===== config.mk =====
export PLATFORM = sky130hd
export DESIGN_NAME = lsu_flat
export DESIGN_NICKNAME = d
export VERILOG_FILES = /design/src/rtl/lsu_pkg.sv /design/src/rtl/lsu_if.sv /design/src/rtl/lsu_align.sv /design/src/rtl/lsu.sv /design/src/flat_wrapper.sv
export SDC_FILE = /design/constraint.sdc
export NUM_CORES = 1
export LEC_CHECK = 0
export ABC_AREA = 1
export BUFFER_PORTS_ARGS = -buffer_cell sky130_fd_sc_hd__buf_2
export CELL_PAD_IN_SITES_DETAIL_PLACEMENT = 1
export CELL_PAD_IN_SITES_GLOBAL_PLACEMENT = 2
export CORE_MARGIN = 3
export CORE_UTILIZATION = 27
export CTS_CLUSTER_SIZE = 10
export DETAILED_ROUTE_END_ITERATION = 6
export PLACE_DENSITY = 0.86
export SETUP_SLACK_MARGIN = 0.3
export SLEW_MARGIN = 40
export SYNTH_ARGS = -nofsm -noshare
export SYNTH_HDL_FRONTEND = slang
export SYNTH_SLANG_ARGS = --single-unit

===== constraint.sdc =====
create_clock -name clk -period 1.9 [get_ports clk]
set_input_delay 0.095 -clock clk [delete_from_list [all_inputs] [get_ports clk]]
set_output_delay 0.095 -clock clk [all_outputs]
set_load 0.03 [all_outputs]

===== src/rtl/lsu_pkg.sv =====
// -----------------------------------------------------------------------------
// lsu_pkg
//   Shared definitions for the load/store unit:
//     - RV32I funct3 encodings for loads and stores (F3_*)
//     - FSM state type lsu_state_t (IDLE / ACCESS / RESP)
//     - f3_legal(): which funct3 values are legal for a load or a store
// -----------------------------------------------------------------------------
package lsu_pkg;

   localparam logic [2:0] F3_B  = 3'b000;
   localparam logic [2:0] F3_H  = 3'b001;
   localparam logic [2:0] F3_W  = 3'b010;
   localparam logic [2:0] F3_BU = 3'b100;
   localparam logic [2:0] F3_HU = 3'b101;

   typedef enum logic [1:0] {
      ST_IDLE   = 2'd0,
      ST_ACCESS = 2'd1,
      ST_RESP   = 2'd2
   } lsu_state_t;

   // Stores only have B/H/W; loads add the unsigned BU/HU variants.
   function automatic logic f3_legal(input logic we, input logic [2:0] f3);
      logic ok;
      if (we) begin
         ok = (f3 == F3_B) || (f3 == F3_H) || (f3 == F3_W);
      end else begin
         ok = (f3 == F3_B) || (f3 == F3_H) || (f3 == F3_W) ||
              (f3 == F3_BU) || (f3 == F3_HU);
      end
      return ok;
   endfunction

endpackage


===== src/rtl/lsu_if.sv =====
// -----------------------------------------------------------------------------
// lsu_req_if / lsu_mem_if
//   Bus bundles for the load/store unit.
//
//   Handshake rule for both bundles: a transfer happens in a cycle where the
//   master's valid and the slave's ready are both high at the rising clock
//   edge. The master holds valid and its payload stable until that edge.
//
//   lsu_req_if (core <-> lsu)
//     master (core): req_valid, req_we, req_funct3, req_addr, req_wdata out;
//                    req_ready, resp_valid, resp_rdata, resp_err in
//     slave  (lsu) : mirror image
//     resp_valid is a one-cycle completion pulse, resp_err/resp_rdata are
//     meaningful only while resp_valid is high.
//
//   lsu_mem_if (lsu <-> data memory)
//     master (lsu)   : mem_valid, mem_we, mem_addr, mem_wdata, mem_wstrb out;
//                      mem_ready, mem_rdata in
//     slave (memory) : mirror image
//     mem_rdata is sampled in the cycle where mem_valid && mem_ready.
// -----------------------------------------------------------------------------
interface lsu_req_if;
   logic        req_valid;
   logic        req_we;
   logic [2:0]  req_funct3;
   logic [31:0] req_addr;
   logic [31:0] req_wdata;
   logic        req_ready;
   logic        resp_valid;
   logic [31:0] resp_rdata;
   logic        resp_err;

   modport master (
      output req_valid, req_we, req_funct3, req_addr, req_wdata,
      input  req_ready, resp_valid, resp_rdata, resp_err
   );

   modport slave (
      input  req_valid, req_we, req_funct3, req_addr, req_wdata,
      output req_ready, resp_valid, resp_rdata, resp_err
   );
endinterface

interface lsu_mem_if;
   logic        mem_valid;
   logic        mem_we;
   logic [31:0] mem_addr;
   logic [31:0] mem_wdata;
   logic [3:0]  mem_wstrb;
   logic        mem_ready;
   logic [31:0] mem_rdata;

   modport master (
      output mem_valid, mem_we, mem_addr, mem_wdata, mem_wstrb,
      input  mem_ready, mem_rdata
   );

   modport slave (
      input  mem_valid, mem_we, mem_addr, mem_wdata, mem_wstrb,
      output mem_ready, mem_rdata
   );
endinterface


===== src/rtl/lsu_align.sv =====
// -----------------------------------------------------------------------------
// lsu_align
//   Combinational data alignment for the load/store unit.
//     Store side: byte/halfword lane replication, byte strobes, misalign detect
//     Load side : lane select plus sign/zero extension
//
//   Ports
//     we_i        1 = store, 0 = load
//     funct3_i    RV32I funct3
//     off_i       byte offset addr[1:0]
//     wdata_i     raw store data (rs2)
//     rdata_i     raw memory read word
//     st_wdata_o  lane-replicated store data
//     st_wstrb_o  byte strobes (0 for loads)
//     misalign_o  misaligned H/W access (only when LSU_MISALIGN_TRAP_EN)
//     ld_data_o   extended load data
//
//   Configuration: LSU_MISALIGN_TRAP_EN enables misalign_o. Without it,
//   misaligned H/W accesses are silently pulled down to natural alignment.
// -----------------------------------------------------------------------------
module lsu_align
   import lsu_pkg::*;
(
   input  logic        we_i,
   input  logic [2:0]  funct3_i,
   input  logic [1:0]  off_i,
   input  logic [31:0] wdata_i,
   input  logic [31:0] rdata_i,
   output logic [31:0] st_wdata_o,
   output logic [3:0]  st_wstrb_o,
   output logic        misalign_o,
   output logic [31:0] ld_data_o
);

   logic [1:0]  eff_off;
   logic [7:0]  ld_byte;
   logic [15:0] ld_half;

   // funct3[1:0] encodes the access size for both signed and unsigned forms.
   always_comb begin
      misalign_o = 1'b0;
`ifdef LSU_MISALIGN_TRAP_EN
      if (funct3_i[1:0] == 2'b01) begin
         misalign_o = off_i[0];
      end else if (funct3_i[1:0] == 2'b10) begin
         misalign_o = (off_i != 2'b00);
      end
`endif
   end

   // Offset after forcing natural alignment; identical to off_i for every
   // access that is legal when misalignment traps.
   always_comb begin
      case (funct3_i[1:0])
         2'b00:   eff_off = off_i;
         2'b01:   eff_off = {off_i[1], 1'b0};
         default: eff_off = 2'b00;
      endcase
   end

   always_comb begin
      case (funct3_i)
         F3_B: begin
            st_wdata_o = {4{wdata_i[7:0]}};
            st_wstrb_o = 4'b0001 << eff_off;
         end
         F3_H: begin
            st_wdata_o = {2{wdata_i[15:0]}};
            st_wstrb_o = 4'b0011 << eff_off;
         end
         default: begin
            st_wdata_o = wdata_i;
            st_wstrb_o = 4'b1111;
         end
      endcase
      if (!we_i) begin
         st_wstrb_o = 4'b0000;
      end
   end

   always_comb begin
      case (off_i)
         2'd0:    ld_byte = rdata_i[7:0];
         2'd1:    ld_byte = rdata_i[15:8];
         2'd2:    ld_byte = rdata_i[23:16];
         default: ld_byte = rdata_i[31:24];
      endcase
      ld_half = off_i[1] ? rdata_i[31:16] : rdata_i[15:0];
   end

   always_comb begin
      case (funct3_i)
         F3_B:    ld_data_o = {{24{ld_byte[7]}}, ld_byte};
         F3_BU:   ld_data_o = {24'h000000, ld_byte};
         F3_H:    ld_data_o = {{16{ld_half[15]}}, ld_half};
         F3_HU:   ld_data_o = {16'h0000, ld_half};
         default: ld_data_o = rdata_i;
      endcase
   end

endmodule


===== src/rtl/lsu.sv =====
// -----------------------------------------------------------------------------
// lsu
//   Load/store unit: turns one core request into one valid/ready transaction
//   on the data memory bus and returns a single-cycle response.
//
//   Parameters
//     TIMEOUT_CYCLES  cycles waited for mem_ready before an error (0 = never)
//
//   Ports
//     clk, rst_n   clock, asynchronous active-low reset
//     req          lsu_req_if.slave  - core request / response
//     mem          lsu_mem_if.master - data memory bus
//     state_o      current FSM state (debug)
//
//   Configuration: LSU_MISALIGN_TRAP_EN turns misaligned H/W accesses into
//   immediate errors instead of aligned-down accesses.
//
//   All outputs are registered; mem_ready/mem_rdata only reach flops.
// -----------------------------------------------------------------------------
module lsu
   import lsu_pkg::*;
#(
   parameter int unsigned TIMEOUT_CYCLES = 255
) (
   input  logic       clk,
   input  logic       rst_n,
   lsu_req_if.slave   req,
   lsu_mem_if.master  mem,
   output lsu_state_t state_o
);

   // Counter only ever holds values up to TIMEOUT_CYCLES before clearing.
   localparam int CW = (TIMEOUT_CYCLES < 2) ? 1 : $clog2(TIMEOUT_CYCLES + 1);
   localparam logic [CW-1:0] TMO_LIMIT = CW'(TIMEOUT_CYCLES);

   lsu_state_t    state_q;
   logic          we_q;
   logic [2:0]    f3_q;
   logic [1:0]    off_q;
   logic [CW-1:0] cnt_q;
   logic [CW-1:0] cnt_d;

   logic          req_ready_q;
   logic          resp_valid_q;
   logic          resp_err_q;
   logic [31:0]   resp_rdata_q;
   logic          mem_valid_q;
   logic          mem_we_q;
   logic [31:0]   mem_addr_q;
   logic [31:0]   mem_wdata_q;
   logic [3:0]    mem_wstrb_q;

   logic          is_idle;
   logic          al_we;
   logic [2:0]    al_f3;
   logic [1:0]    al_off;
   logic [31:0]   al_wdata;
   logic [3:0]    al_wstrb;
   logic          al_misalign;
   logic [31:0]   al_ld;
   logic          reject;
   logic          timeout_hit;

   // In IDLE the aligner looks at the incoming request (store side and
   // misalign check); afterwards it looks at the captured request so the
   // load side can extend mem_rdata.
   assign is_idle = (state_q == ST_IDLE);
   assign al_we   = is_idle ? req.req_we         : we_q;
   assign al_f3   = is_idle ? req.req_funct3     : f3_q;
   assign al_off  = is_idle ? req.req_addr[1:0]  : off_q;

   lsu_align u_align (
      .we_i       (al_we),
      .funct3_i   (al_f3),
      .off_i      (al_off),
      .wdata_i    (req.req_wdata),
      .rdata_i    (mem.mem_rdata),
      .st_wdata_o (al_wdata),
      .st_wstrb_o (al_wstrb),
      .misalign_o (al_misalign),
      .ld_data_o  (al_ld)
   );

   assign reject      = !f3_legal(req.req_we, req.req_funct3) || al_misalign;
   assign cnt_d       = cnt_q + CW'(1);
   assign timeout_hit = (TIMEOUT_CYCLES != 0) && (cnt_d == TMO_LIMIT);

   always_ff @(posedge clk or negedge rst_n) begin
      if (!rst_n) begin
         state_q      <= ST_IDLE;
         we_q         <= 1'b0;
         f3_q         <= 3'b000;
         off_q        <= 2'b00;
         cnt_q        <= '0;
         req_ready_q  <= 1'b1;
         resp_valid_q <= 1'b0;
         resp_err_q   <= 1'b0;
         resp_rdata_q <= 32'h0;
         mem_valid_q  <= 1'b0;
         mem_we_q     <= 1'b0;
         mem_addr_q   <= 32'h0;
         mem_wdata_q  <= 32'h0;
         mem_wstrb_q  <= 4'h0;
      end else begin
         case (state_q)
            ST_IDLE: begin
               if (req.req_valid) begin
                  we_q        <= req.req_we;
                  f3_q        <= req.req_funct3;
                  off_q       <= req.req_addr[1:0];
                  req_ready_q <= 1'b0;
                  if (reject) begin
                     // Illegal or trapped access: answer without touching memory.
                     state_q      <= ST_RESP;
                     resp_valid_q <= 1'b1;
                     resp_err_q   <= 1'b1;
                     resp_rdata_q <= 32'h0;
                  end else begin
                     state_q     <= ST_ACCESS;
                     mem_valid_q <= 1'b1;
                     mem_we_q    <= req.req_we;
                     mem_addr_q  <= {req.req_addr[31:2], 2'b00};
                     mem_wdata_q <= al_wdata;
                     mem_wstrb_q <= al_wstrb;
                  end
               end
            end

            ST_ACCESS: begin
               // mem_ready wins over a timeout landing in the same cycle.
               if (mem.mem_ready) begin
                  state_q      <= ST_RESP;
                  mem_valid_q  <= 1'b0;
                  cnt_q        <= '0;
                  resp_valid_q <= 1'b1;
                  resp_err_q   <= 1'b0;
                  resp_rdata_q <= we_q ? 32'h0 : al_ld;
               end else if (timeout_hit) begin
                  state_q      <= ST_RESP;
                  mem_valid_q  <= 1'b0;
                  cnt_q        <= '0;
                  resp_valid_q <= 1'b1;
                  resp_err_q   <= 1'b1;
                  resp_rdata_q <= 32'h0;
               end else begin
                  cnt_q <= cnt_d;
               end
            end

            ST_RESP: begin
               state_q      <= ST_IDLE;
               resp_valid_q <= 1'b0;
               resp_err_q   <= 1'b0;
               req_ready_q  <= 1'b1;
            end

            default: begin
               state_q      <= ST_IDLE;
               cnt_q        <= '0;
               mem_valid_q  <= 1'b0;
               resp_valid_q <= 1'b0;
               resp_err_q   <= 1'b0;
               req_ready_q  <= 1'b1;
            end
         endcase
      end
   end

   assign req.req_ready  = req_ready_q;
   assign req.resp_valid = resp_valid_q;
   assign req.resp_err   = resp_err_q;
   assign req.resp_rdata = resp_rdata_q;

   assign mem.mem_valid  = mem_valid_q;
   assign mem.mem_we     = mem_we_q;
   assign mem.mem_addr   = mem_addr_q;
   assign mem.mem_wdata  = mem_wdata_q;
   assign mem.mem_wstrb  = mem_wstrb_q;

   assign state_o        = state_q;

endmodule


===== src/flat_wrapper.sv =====
// flat-port wrapper written by rule: the top's interface ports become plain ports
module lsu_flat import lsu_pkg::*;
#(
   parameter int unsigned TIMEOUT_CYCLES = 255
)
  (clk, rst_n, state_o, req_req_valid, req_req_we, req_req_funct3, req_req_addr, req_req_wdata, req_req_ready, req_resp_valid, req_resp_rdata, req_resp_err, mem_mem_valid, mem_mem_we, mem_mem_addr, mem_mem_wdata, mem_mem_wstrb, mem_mem_ready, mem_mem_rdata);
  lsu_req_if req_i ();
  lsu_mem_if mem_i ();
  input  logic clk;
  input  logic rst_n;
  output lsu_state_t state_o;
  input wire logic [$bits(req_i.req_valid)-1:0] req_req_valid;
  input wire logic [$bits(req_i.req_we)-1:0] req_req_we;
  input wire logic [$bits(req_i.req_funct3)-1:0] req_req_funct3;
  input wire logic [$bits(req_i.req_addr)-1:0] req_req_addr;
  input wire logic [$bits(req_i.req_wdata)-1:0] req_req_wdata;
  output wire logic [$bits(req_i.req_ready)-1:0] req_req_ready;
  output wire logic [$bits(req_i.resp_valid)-1:0] req_resp_valid;
  output wire logic [$bits(req_i.resp_rdata)-1:0] req_resp_rdata;
  output wire logic [$bits(req_i.resp_err)-1:0] req_resp_err;
  output wire logic [$bits(mem_i.mem_valid)-1:0] mem_mem_valid;
  output wire logic [$bits(mem_i.mem_we)-1:0] mem_mem_we;
  output wire logic [$bits(mem_i.mem_addr)-1:0] mem_mem_addr;
  output wire logic [$bits(mem_i.mem_wdata)-1:0] mem_mem_wdata;
  output wire logic [$bits(mem_i.mem_wstrb)-1:0] mem_mem_wstrb;
  input wire logic [$bits(mem_i.mem_ready)-1:0] mem_mem_ready;
  input wire logic [$bits(mem_i.mem_rdata)-1:0] mem_mem_rdata;
  assign req_i.req_valid = req_req_valid;
  assign req_i.req_we = req_req_we;
  assign req_i.req_funct3 = req_req_funct3;
  assign req_i.req_addr = req_req_addr;
  assign req_i.req_wdata = req_req_wdata;
  assign req_req_ready = req_i.req_ready;
  assign req_resp_valid = req_i.resp_valid;
  assign req_resp_rdata = req_i.resp_rdata;
  assign req_resp_err = req_i.resp_err;
  assign mem_mem_valid = mem_i.mem_valid;
  assign mem_mem_we = mem_i.mem_we;
  assign mem_mem_addr = mem_i.mem_addr;
  assign mem_mem_wdata = mem_i.mem_wdata;
  assign mem_mem_wstrb = mem_i.mem_wstrb;
  assign mem_i.mem_ready = mem_mem_ready;
  assign mem_i.mem_rdata = mem_mem_rdata;
  lsu #(.TIMEOUT_CYCLES(TIMEOUT_CYCLES)) u_core (.clk(clk), .rst_n(rst_n), .req(req_i), .mem(mem_i), .state_o(state_o));
endmodule

==> results of run 1 <==
-- timing repair --
item,CTS,global route
hold buffers,69,0
endpoints found under the setup margin,74,82
resized for setup,67,72
pin swaps,29,30
buffers inserted,18,7
endpoints found under the hold margin,186,0
cloned,6,2
-- how the worst max path moves through the flow --
stage	end	slack, ns
6_report	u_core.req.resp_rdata[15]	0.10
5_1_grt	u_core.req.resp_rdata[15]	-0.02
4_1_cts	u_core.req.resp_rdata[15]	0.14
3_5_place_dp	u_core.mem.mem_wdata[13]	0.007
3_3_place_gp	u_core.req.resp_rdata[13]	0.04
2_1_floorplan	u_core.req.resp_rdata[21]	0.16
-- metrics by stage --
step | hold slack [ns] | setup WS (ns) | setup TNS (ns) | total power, W | util (%)
after CTS | 0.001177 | 0.1380 | 0 | 0.01620 | 44.40
final | 0.01714 | 0.1017 | 0 | 0.01686 | 46.39
after global placement | 0.1596 | 0.04154 | 0 | 0.01136 | 35.58
after detailed placement | 0.1587 | 0.006679 | 0 | 0.01151 | 35.58
after global routing | 0.02628 | -0.01686 | -0.08934 | 0.01792 | 46.38
after floorplan | -0.2006 | 0.1636 | 0 | 0.009012 | -
-- area by class of cell --
cell class	instances	area (sq um)	share of cell area, %
inverters	63	290.3	3.043
well taps	270	337.8	3.542
clock inverters	14	186.4	1.955
multi-input cells	522	2834	29.71
flip-flops and latches	119	2985	31.30
diodes	1	2.502	0.02624
clock buffers	18	439.2	4.604
repair buffers	337	2462	25.82
-- where the power goes --
part	switching (W)	total [W]	internal, W
logic	0.00591	0.00918	0.00327
registers	0.000626	0.00421	0.00358
clock network	0.00134	0.00348	0.00214
total	0.00788	0.0169	0.00899
-- per-layer routing --
metal / global-route usage [%] / vias to the layer above / wire [microns]
li1: - / 2978 / -
met1: 25.19 / 3023 / 10120
met2: 34.04 / 126 / 11840
met3: 3.093 / 29 / 712
met4: 6.559 / 0 / 465
met5: 0 / - / 0
-- kinds of logic after synthesis --
group | count (synthesis) | synth area share (%)
simple gates | 397 | 28.78
flops | 119 | 51.99
compound gates | 116 | 11.24
buf+inv | 96 | 7.030
xor+xnor | 3 | 0.4586
fa+ha+maj | 2 | 0.4366
other cells | 1 | 0.06544
-- state kept, by name, indices dropped and copies added (netlist names), 2 cells and up --
name and flops:
u_core.mem.mem_wdata 32, u_core.req.resp_rdata 32, u_core.mem.mem_addr 30, u_core.cnt_q 8, u_core.mem.mem_wstrb 4, u_core.f3_q 3
u_core.off_q 2, u_core.state_o 2
-- tightest hold or removal path, stage by stage --
cell	delay [ns]
buf_2	0.11
a22oi_2	0.07
a21oi_1	0.11
-- placed cells by master, fill, tap and decap left out, types with 11 or more instances in the layout --
| master | Yosys | final |
|---|---|---|
| a21oi_1 | 47 | 31 |
| a21oi_2 | 0 | 11 |
| buf_2 | 13 | 207 |
| buf_4 | 3 | 35 |
| clkbuf_16 | 0 | 19 |
| dfrtp_1 | 118 | 113 |
| dlygate4sd3_1 | 0 | 69 |
| inv_1 | 57 | 53 |
| nand2_1 | 305 | 276 |
| nand2_2 | 1 | 14 |
| nand2_4 | 3 | 16 |
| nand3_1 | 20 | 13 |
| nor2_1 | 48 | 41 |
| o21ai_0 | 41 | 35 |
==> impl_metrics.tcl, run 1 <==
set metrics [dict create \
    postPlaceCellArea_sq_um 7315 \
    syn_area_per_cell_sq_um 7.807 \
    critPathArrivalTime_ns 2.10 \
    clock-skew-final_ns 0.007908 \
    cp_slowest_stage_delay_ns 0.45 \
    yosysWarnings 0 \
    critPathBufInv 1 \
    hp-class "primary input to flop" \
    initial_utilization_pct 27.87 \
    cpMostUsedCell "nand2_1" \
    post-route-period-util_pct 94.65 \
    cts_sinks 119 \
    rows 52 \
    grt_max_degree 75 \
    drive_above_1_share_pct 38.21 \
    wire_per_inst_microns 17.21 \
    final_hold_viol_count 0 \
    fill_cells 2487 \
    portBuffers 208 \
    placed_cells 1209 \
    rsz0062_at_grt "yes" \
    numCtsBuffers 17 \
    ys_ff_latch 119 \
    tightest_slew_ns 0.6211 \
    tritoncts "done" \
    ys_dominant_reg_cell "dfrtp_1" \
    syn2layout_area_growth_pct 66.44 \
    die_w_microns 151.7 \
    core_sq_um 20560 \
    post_layout_nonfiller_instances 1344 \
    slowest_stage "dfrtp_2" \
    drcViolationCount 0 \
    drtPass1Iterations 4 \
    path_class "flop to flop" \
    slew_violations 0 \
    power_density_nw_per_um2 1768 \
    crit_chain "ha_4 -> xor2_2 -> nand2_1 -> nor2_1 -> nand3_1 -> nand2_2 -> nand3_4 -> buf_12 -> nand2_1 -> nand2_1" \
    ir_drop_mv 0.7142 \
    timing.critical_path.max_delay_family "simple AND/OR/NAND/NOR gates" \
    dieArea_sq_um 23010 \
    vias_per_cell 4.580 \
    final_cell_area_sq_um 9538 \
    place_hpwl_microns 15240 \
    slew_headroom_pct 58.59 \
    yosysSeqAreaShare_pct 51.99 \
    synth_top_area_share_pct 51.53 \
    path_max_fanout 21 \
    hold_depth 3 \
    crit_path_start "u_core.cnt_q[1]" \
    final_nets 1166 \
    crit_cells 10 \
    start_kind "flop" \
    ant_nets 0 \
    netlist_instances 734 \
    required_ns 2.20 \
    worstRegToRegCells 10 \
    cts_root_buffer "clkbuf_16" \
    grt_pass1_vias 6610 \
    gr-usage-all-layers_pct 19.70 \
    grt_pass1_wl_microns 35390 \
    finalCriticalPeriod_ns 1.798 \
    die_h_microns 151.7 \
    maxCapViolCount 0 \
    synth-edff-count 0 \
    worstHoldEndpoint "u_core.mem.mem_wdata[30]" \
    clkTransAtPathRegs_ns 0.06 \
    yosysTopAreaCell "dfrtp_1" \
    synthesis.area_sq_um 5730 \
    clk_latency_ns 0.42 \
    overflow 0 \
    r2r_start "u_core.cnt_q[1]" \
    finalSetupViolations 0 \
    io_pins 211 \
    synthArstFlopShare_pct 100.0 \
    yosys-top-cells-area "dfrtp_1 (52%), nand2_1 (20%), a21oi_1 (4.1%)" \
    clk_path_buf_depth 2 \
    p_leak_nw 5.105 \
    max_freq_mhz 556.1 \
    drtIter0Drc 182 \
    antenna_found_initial 0 \
    via_count 6156 \
    ys_top_cells_by_count "nand2_1 (305), dfrtp_1 (118), inv_1 (57), nor2_1 (48), a21oi_1 (47)" \
    wl_microns 23140 \
    regToRegEndpoint "u_core.req.resp_rdata[15]" \
    status "complete, no violations" \
    post-synth-top-count-cell "nand2_1" \
    place_congestion 0.7909 \
    yosysUniqueCellTypes 36 \
    crit_path_end_kind "flop" \
    htree_levels 4 \
    hp-start "req_req_wdata[14]" \
    regToRegSetupSlack_ns 0.10 \
]
(Power assumes the default switching activity.)
==> run 2: changes to the inputs <==
ABC_AREA = 0   (was 1)
CORE_UTILIZATION = 30   (was 27)
==> run 2 against run 1 <==
  * The run now ends with negative setup slack left
  * Register-to-register slack got worse by 0.68 ns
  * Design area increased by 9.1%
  * Flip-flop and latch count unchanged
  * First-iteration DRC count increased by 47%
  * Worst setup slack got worse by 0.68 ns
  * Final cell count decreased by 15%
  * Area after synthesis decreased by 4.0%
  * Synthesized cell count decreased by 32%
  * Critical path type unchanged
  * Critical endpoint is now u_core.req.resp_rdata[17]
==> impl_metrics.tcl, run 2 <==
set metrics [dict create \
    die_h_microns 141.4 \
    tightest_slew_ns 0.5008 \
    required_ns 2.21 \
    path_class "flop to flop" \
    yosysUniqueCellTypes 51 \
    synth_top_area_share_pct 53.69 \
    place_congestion 0.8070 \
    htree_levels 4 \
    crit_path_end_kind "flop" \
    synthArstFlopShare_pct 100.0 \
    synth-edff-count 0 \
    tritoncts "done" \
    netlist_instances 496 \
    grt_pass1_vias 6663 \
    yosysSeqAreaShare_pct 54.16 \
    hp-start "req_req_wdata[22]" \
    finalCriticalPeriod_ns 2.473 \
    rsz0062_at_grt "yes" \
    layout_commonest_cell "buf_2" \
    syn2layout_area_growth_pct 89.19 \
    drive_above_1_share_pct 56.19 \
    drcViolationCount 0 \
    clkTransAtPathRegs_ns 0.06 \
    slew_violations 0 \
    antenna_found_initial 2 \
    yosys-top-cells-area "dfrtp_1 (54%), mux2_2 (9.0%), mux2i_1 (6.6%)" \
    initial_utilization_pct 31.26 \
    vias_per_cell 5.227 \
    rows 48 \
    yosysWarnings 0 \
    final_cell_mix "buf_2 (207), dfrtp_1 (115), dlygate4sd3_1 (85), buf_4 (55), nand2_1 (39)" \
    post-synth-top-count-cell "dfrtp_1" \
    timing.final.ws_setup_ns -0.5734 \
    worstHoldEndpoint "u_core.mem.mem_wdata[22]" \
    dieArea_sq_um 20000 \
    place_hpwl_microns 14140 \
    p_leak_nw 5.112 \
    final_nets 1006 \
    violations "negative setup slack" \
    syn_area_per_cell_sq_um 11.09 \
    ys_ff_latch 119 \
    drtPass1Iterations 4 \
    io_pins 211 \
    synthesis.area_sq_um 5500 \
    hp-class "primary input to flop" \
    maxCapViolCount 0 \
    ant_nets 0 \
    grt_pass1_wl_microns 38160 \
    overflow 0 \
    cts_sinks 119 \
    clk_latency_ns 0.43 \
    wl_microns 26680 \
    drtIter0Drc 267 \
    power_density_nw_per_um2 1456 \
    regToRegSetupSlack_ns -0.57 \
    whs_ns 0.02215 \
    clk_path_buf_depth 2 \
    ir_drop_mv 0.9450 \
    via_count 5954 \
    critPathArrivalTime_ns 2.78 \
    utilization_pct 59.14 \
    slew_headroom_pct 66.61 \
    status "finished with violations" \
    worstRegToRegCells 7 \
    hold_depth 3 \
    ys_dominant_reg_cell "dfrtp_1" \
    portBuffers 208 \
    wire_per_inst_microns 23.42 \
    grt_max_degree 62 \
    yosysTopAreaCell "dfrtp_1" \
    r2r_start "u_core.cnt_q[1]" \
    regToRegEndpoint "u_core.req.resp_rdata[17]" \
    core_sq_um 17600 \
    place_ws_ns -0.4308 \
    gr-usage-all-layers_pct 24.83 \
    path_max_fanout 7 \
    finalSetupViolations 117 \
    max_freq_mhz 404.3 \
    fill_cells 1797 \
    die_w_microns 141.4 \
    cts_root_buffer "clkbuf_16" \
    clock-skew-final_ns 0.01135 \
    numCtsBuffers 17 \
    final_hold_viol_count 0 \
    ys_top_cells_by_count "dfrtp_1 (118), o21ai_0 (65), nand2_1 (61), mux2_2 (44), mux2i_1 (36)" \
    start_kind "flop" \
    post-route-period-util_pct 130.2 \
]
run 2: changes by cell type in the layout (fill, tap and decap cells not counted), moves of 18 or more:
| cell | change |
|---|---|
| mux2i_1 | +19 |
| nor2_1 | -27 |
| a21oi_1 | -18 |
| buf_4 | +20 |
| buf_6 | +29 |
| mux2_4 | +32 |
| nand2_1 | -237 |
| inv_1 | -47 |
| o21ai_1 | +21 |
run 2: cell type report:
cell class                      count  area, sq um  share of cell area [%]
Timing Repair Buffer              416         3456                   33.21
Multi-Input combinational cell    336         3043                   29.24
Clock inverter                     14        173.9                   1.671
Sequential cell                   119         2983                   28.66
Antenna cell                        1        2.502                 0.02405
Inverter                           10        37.54                  0.3607
Tap cell                          225        281.5                   2.705
Clock buffer                       18        429.2                   4.124
run 2: what timing repair did:
| item | 4_1_cts | 5_1_grt |
|---|---|---|
| hold endpoints to repair | 115 | 0 |
| setup buffers | 30 | 17 |
| pin swaps | 24 | 43 |
| hold buffers | 85 | 0 |
| gates cloned | 13 | 3 |
| setup endpoints to repair | 117 | 118 |
| resized for setup | 137 | 113 |
run 2: per-layer routing:
layer	part of all wire [%]	track usage (%)	vias up
li1	-	-	2604
met4	4.1	10.76	2
met2	53	44.90	242
met1	37	27.79	3029
met3	5.2	5.966	77
met5	0.026	0	-
run 2: cell families (layout without fill, tap and decap cells):
family,after synthesis,in the layout,synth area share (%)
buffers and inverters,42,458,3.662
AO/OA/AOI/OAI,132,132,15.31
other,1,3,0.06818
multiplexers,83,83,16.63
XOR/XNOR,4,4,0.6371
AND/OR/NAND/NOR,113,113,9.077
flip-flops,119,119,54.16
adder cells (fa/ha/maj),2,2,0.4549
run 2: where the power goes:
| group | total, W | switching, W | internal, W |
|---|---|---|---|
| Sequential | 0.00415 | 0.000697 | 0.00345 |
| Combinational | 0.00761 | 0.00433 | 0.00328 |
| Clock | 0.00339 | 0.00132 | 0.00207 |
| Total | 0.0152 | 0.00635 | 0.00881 |
run 2: per-stage QoR:
stage	instance area (sq um)	setup TNS (ns)	std cells	power, W
floorplan	5638	-10.85	497	0.007410
global placement	7306	-10.19	958	0.009332
detailed placement	7306	-12.84	958	0.009561
CTS	9826	-10.77	1118	0.01422
global route	10410	-33.53	1139	0.01578
finish	10410	-28.90	1139	0.01515
run 2: how the worst max path moves through the flow:
| stage | from | end | slack, ns |
|---|---|---|---|
| floorplan | u_core.state_o[0] | u_core.req.resp_rdata[21] | -0.36 |
| global placement | u_core.cnt_q[0] | u_core.req.resp_rdata[22] | -0.38 |
| detailed placement | u_core.cnt_q[1] | u_core.req.resp_rdata[22] | -0.43 |
| CTS | u_core.cnt_q[0] | u_core.req.resp_rdata[22] | -0.42 |
| global route | u_core.cnt_q[1] | u_core.req.resp_rdata[17] | -0.60 |
| finish | u_core.cnt_q[1] | u_core.req.resp_rdata[17] | -0.57 |
run 2: critical path, stage by stage, from the launching register on:
cell and delay, ns:
dfrtp_2 0.44, ha_2 0.23, xnor2_1 0.16, or4_4 0.42
o221a_1 0.27, or2_4 0.32, clkbuf_16 0.18, a221o_1 0.34
==> run 3: changes to the inputs <==
CORE_ASPECT_RATIO = 1.2   (was not set)
==> run 3 against run 2 <==
  * The flow still finishes with violations (negative setup slack)
  * Worst setup slack better by 0.033 ns
  * Wire length decreased by 6.0%
  * Clock-buffer cell count increased by 3
  * Design area down 3.3%
  * Clock power shrank 4%
  * Via count decreased by 3.2%
  * Clock skew is 0.00063 ns higher
  * Die area about the same
  * Utilization decreased by 2.5 points
  * Final cell count shrank 1.5%
  * Critical path depth did not move
  * Register-to-register slack better by 0.03 ns
  * Largest power group unchanged
==> impl_metrics.tcl, run 3 (same netlist as run 2, synthesis figures left out) <==
set metrics [dict create \
    path_max_fanout 6 \
    grt_use_met1_pct 25.32 \
    drtIter0Drc 275 \
    finalCriticalPeriod_ns 2.440 \
    final_nets 996 \
    hp-class "primary input to flop" \
    via_count 5763 \
    initial_utilization_pct 30.95 \
    cp_slowest_stage_delay_ns 0.43 \
    grt_pass1_wl_microns 36490 \
    core_sq_um 17770 \
    required_ns 2.19 \
    setup_tns_ns -21.08 \
    slew_violations 0 \
    tritoncts "done" \
    die_w_microns 129.6 \
    cts_sinks 119 \
    grt_max_degree 61 \
    antenna_found_initial 0 \
    timing.final.ws_setup_ns -0.5400 \
    slew_headroom_pct 61.22 \
    power_w 0.01463 \
    io_pins 211 \
    clk_latency_ns 0.42 \
    power_density_nw_per_um2 1454 \
    numCtsBuffers 17 \
    layout_commonest_cell "buf_2" \
    status "finished with violations" \
    rows 53 \
    htree_levels 4 \
    vias_per_cell 5.136 \
    clock-skew-final_ns 0.01198 \
    wire_per_inst_microns 22.35 \
    clk_path_buf_depth 2 \
    path_class "flop to flop" \
    dieArea_sq_um 20000 \
    place_hpwl_microns 14430 \
    post-route-period-util_pct 128.4 \
    ir_drop_mv 0.9566 \
    grt_pass1_vias 6497 \
    syn2layout_area_growth_pct 82.94 \
    globalRouteMet2Util_pct 44.65 \
    slowest_stage "dfrtp_1" \
    whs_ns 0.006421 \
    drcViolationCount 0 \
    critPathArrivalTime_ns 2.73 \
    finalSetupViolations 87 \
    tightest_slew_ns 0.5767 \
    p_leak_nw 5.000 \
    final_cell_area_sq_um 10060 \
    place_ws_ns -0.4463 \
    final_hold_viol_count 0 \
    ant_nets 0 \
    drive_above_1_share_pct 53.10 \
    violations "negative setup slack" \
    cts_root_buffer "clkbuf_16" \
    regToRegSetupSlack_ns -0.54 \
    wl_microns 25080 \
    rsz0062_at_grt "yes" \
    top_usage_layer "met2" \
    n_antenna_cell 0 \
    crit_path_end_kind "flop" \
    timing.critical_path.max_delay_family "simple AND/OR/NAND/NOR gates" \
    crit_chain "ha_2 -> xnor2_2 -> or4_4 -> o221a_1 -> or2_4 -> clkbuf_16 -> a221o_1" \
    clkTransAtPathRegs_ns 0.06 \
    final_cell_mix "buf_2 (206), dfrtp_1 (116), dlygate4sd3_1 (80), buf_4 (60), nand2_1 (50)" \
    postPlaceCellArea_sq_um 7258 \
    drtPass1Iterations 4 \
    grtUsageMet3_pct 5.976 \
    die_h_microns 154.3 \
    maxCapViolCount 0 \
    place_congestion 0.8615 \
    gr-usage-all-layers_pct 23.66 \
    overflow 0 \
    max_freq_mhz 409.8 \
    portBuffers 208 \
    start_kind "flop" \
    critPathBufInv 1 \
]
run 3: changes by cell type in the layout (fill, tap and decap cells not counted), sizes merged:
cell,delta
buf,-5
clkbuf,+5
dlygate4sd3,-5
inv,-2
bufbuf,-1
bufinv,-1
clkdlybuf4s15,-1
clkinv,-1
diode,-1
run 3: layer usage:
| layer | wire length, microns | vias up |
|---|---|---|
| li1 | - | 2581 |
| met1 | 9045 | 2888 |
| met2 | 13890 | 238 |
| met3 | 1357 | 54 |
| met4 | 787 | 2 |
| met5 | 6 | - |
run 3: per-stage QoR:
step                utilization, %  cells
floorplan                        -    497
global placement             40.84    952
detailed placement           40.84    952
CTS                          53.56   1100
global route                 56.62   1122
finish                       56.62   1122
run 3: final timing paths:
check                                    startpoint                         to  cells past startpoint
setup / recovery                    u_core.cnt_q[1]  u_core.req.resp_rdata[17]                      7
hold / removal                    req_req_wdata[14]   u_core.mem.mem_wdata[14]                      3
setup reg to reg                    u_core.cnt_q[1]  u_core.req.resp_rdata[17]                      7
hold reg to reg            u_core.req.resp_rdata[2]   u_core.req.resp_rdata[2]                      2
max in group asynchronous                     rst_n  u_core.req.resp_rdata[19]                      3
min in group asynchronous                     rst_n   u_core.req.resp_rdata[2]                      2
run 3: report_power, final:
part	total (W)	switching, W	internal, W
combinational	0.00729	0.00415	0.00314
sequential	0.00410	0.000657	0.00345
clock	0.00324	0.00124	0.00200
total	0.0146	0.00604	0.00859
run 3: what timing repair did:
action	CTS	global route
cloned	9	4
hold buffers	80	0
pin swaps	20	20
endpoints found under the hold margin	159	0
setup buffers	28	18
resized for setup	128	71
endpoints found under the setup margin	117	118
run 3: worst min-delay path, cell delays in order:
cell     delay [ns]
buf_2          0.11
mux2i_1        0.07
o21ai_1        0.11
run 3: final cells by class:
| type | instances | area (sq um) |
|---|---|---|
| tap | 220 | 275.3 |
| clock inverter | 10 | 121.4 |
| timing repair buffer | 406 | 3323 |
| inverter | 10 | 37.54 |
| sequential | 119 | 2982 |
| clock buffer | 21 | 460.4 |
| multi-input combinational | 336 | 2863 |
| fill | 1848 | 7710 |
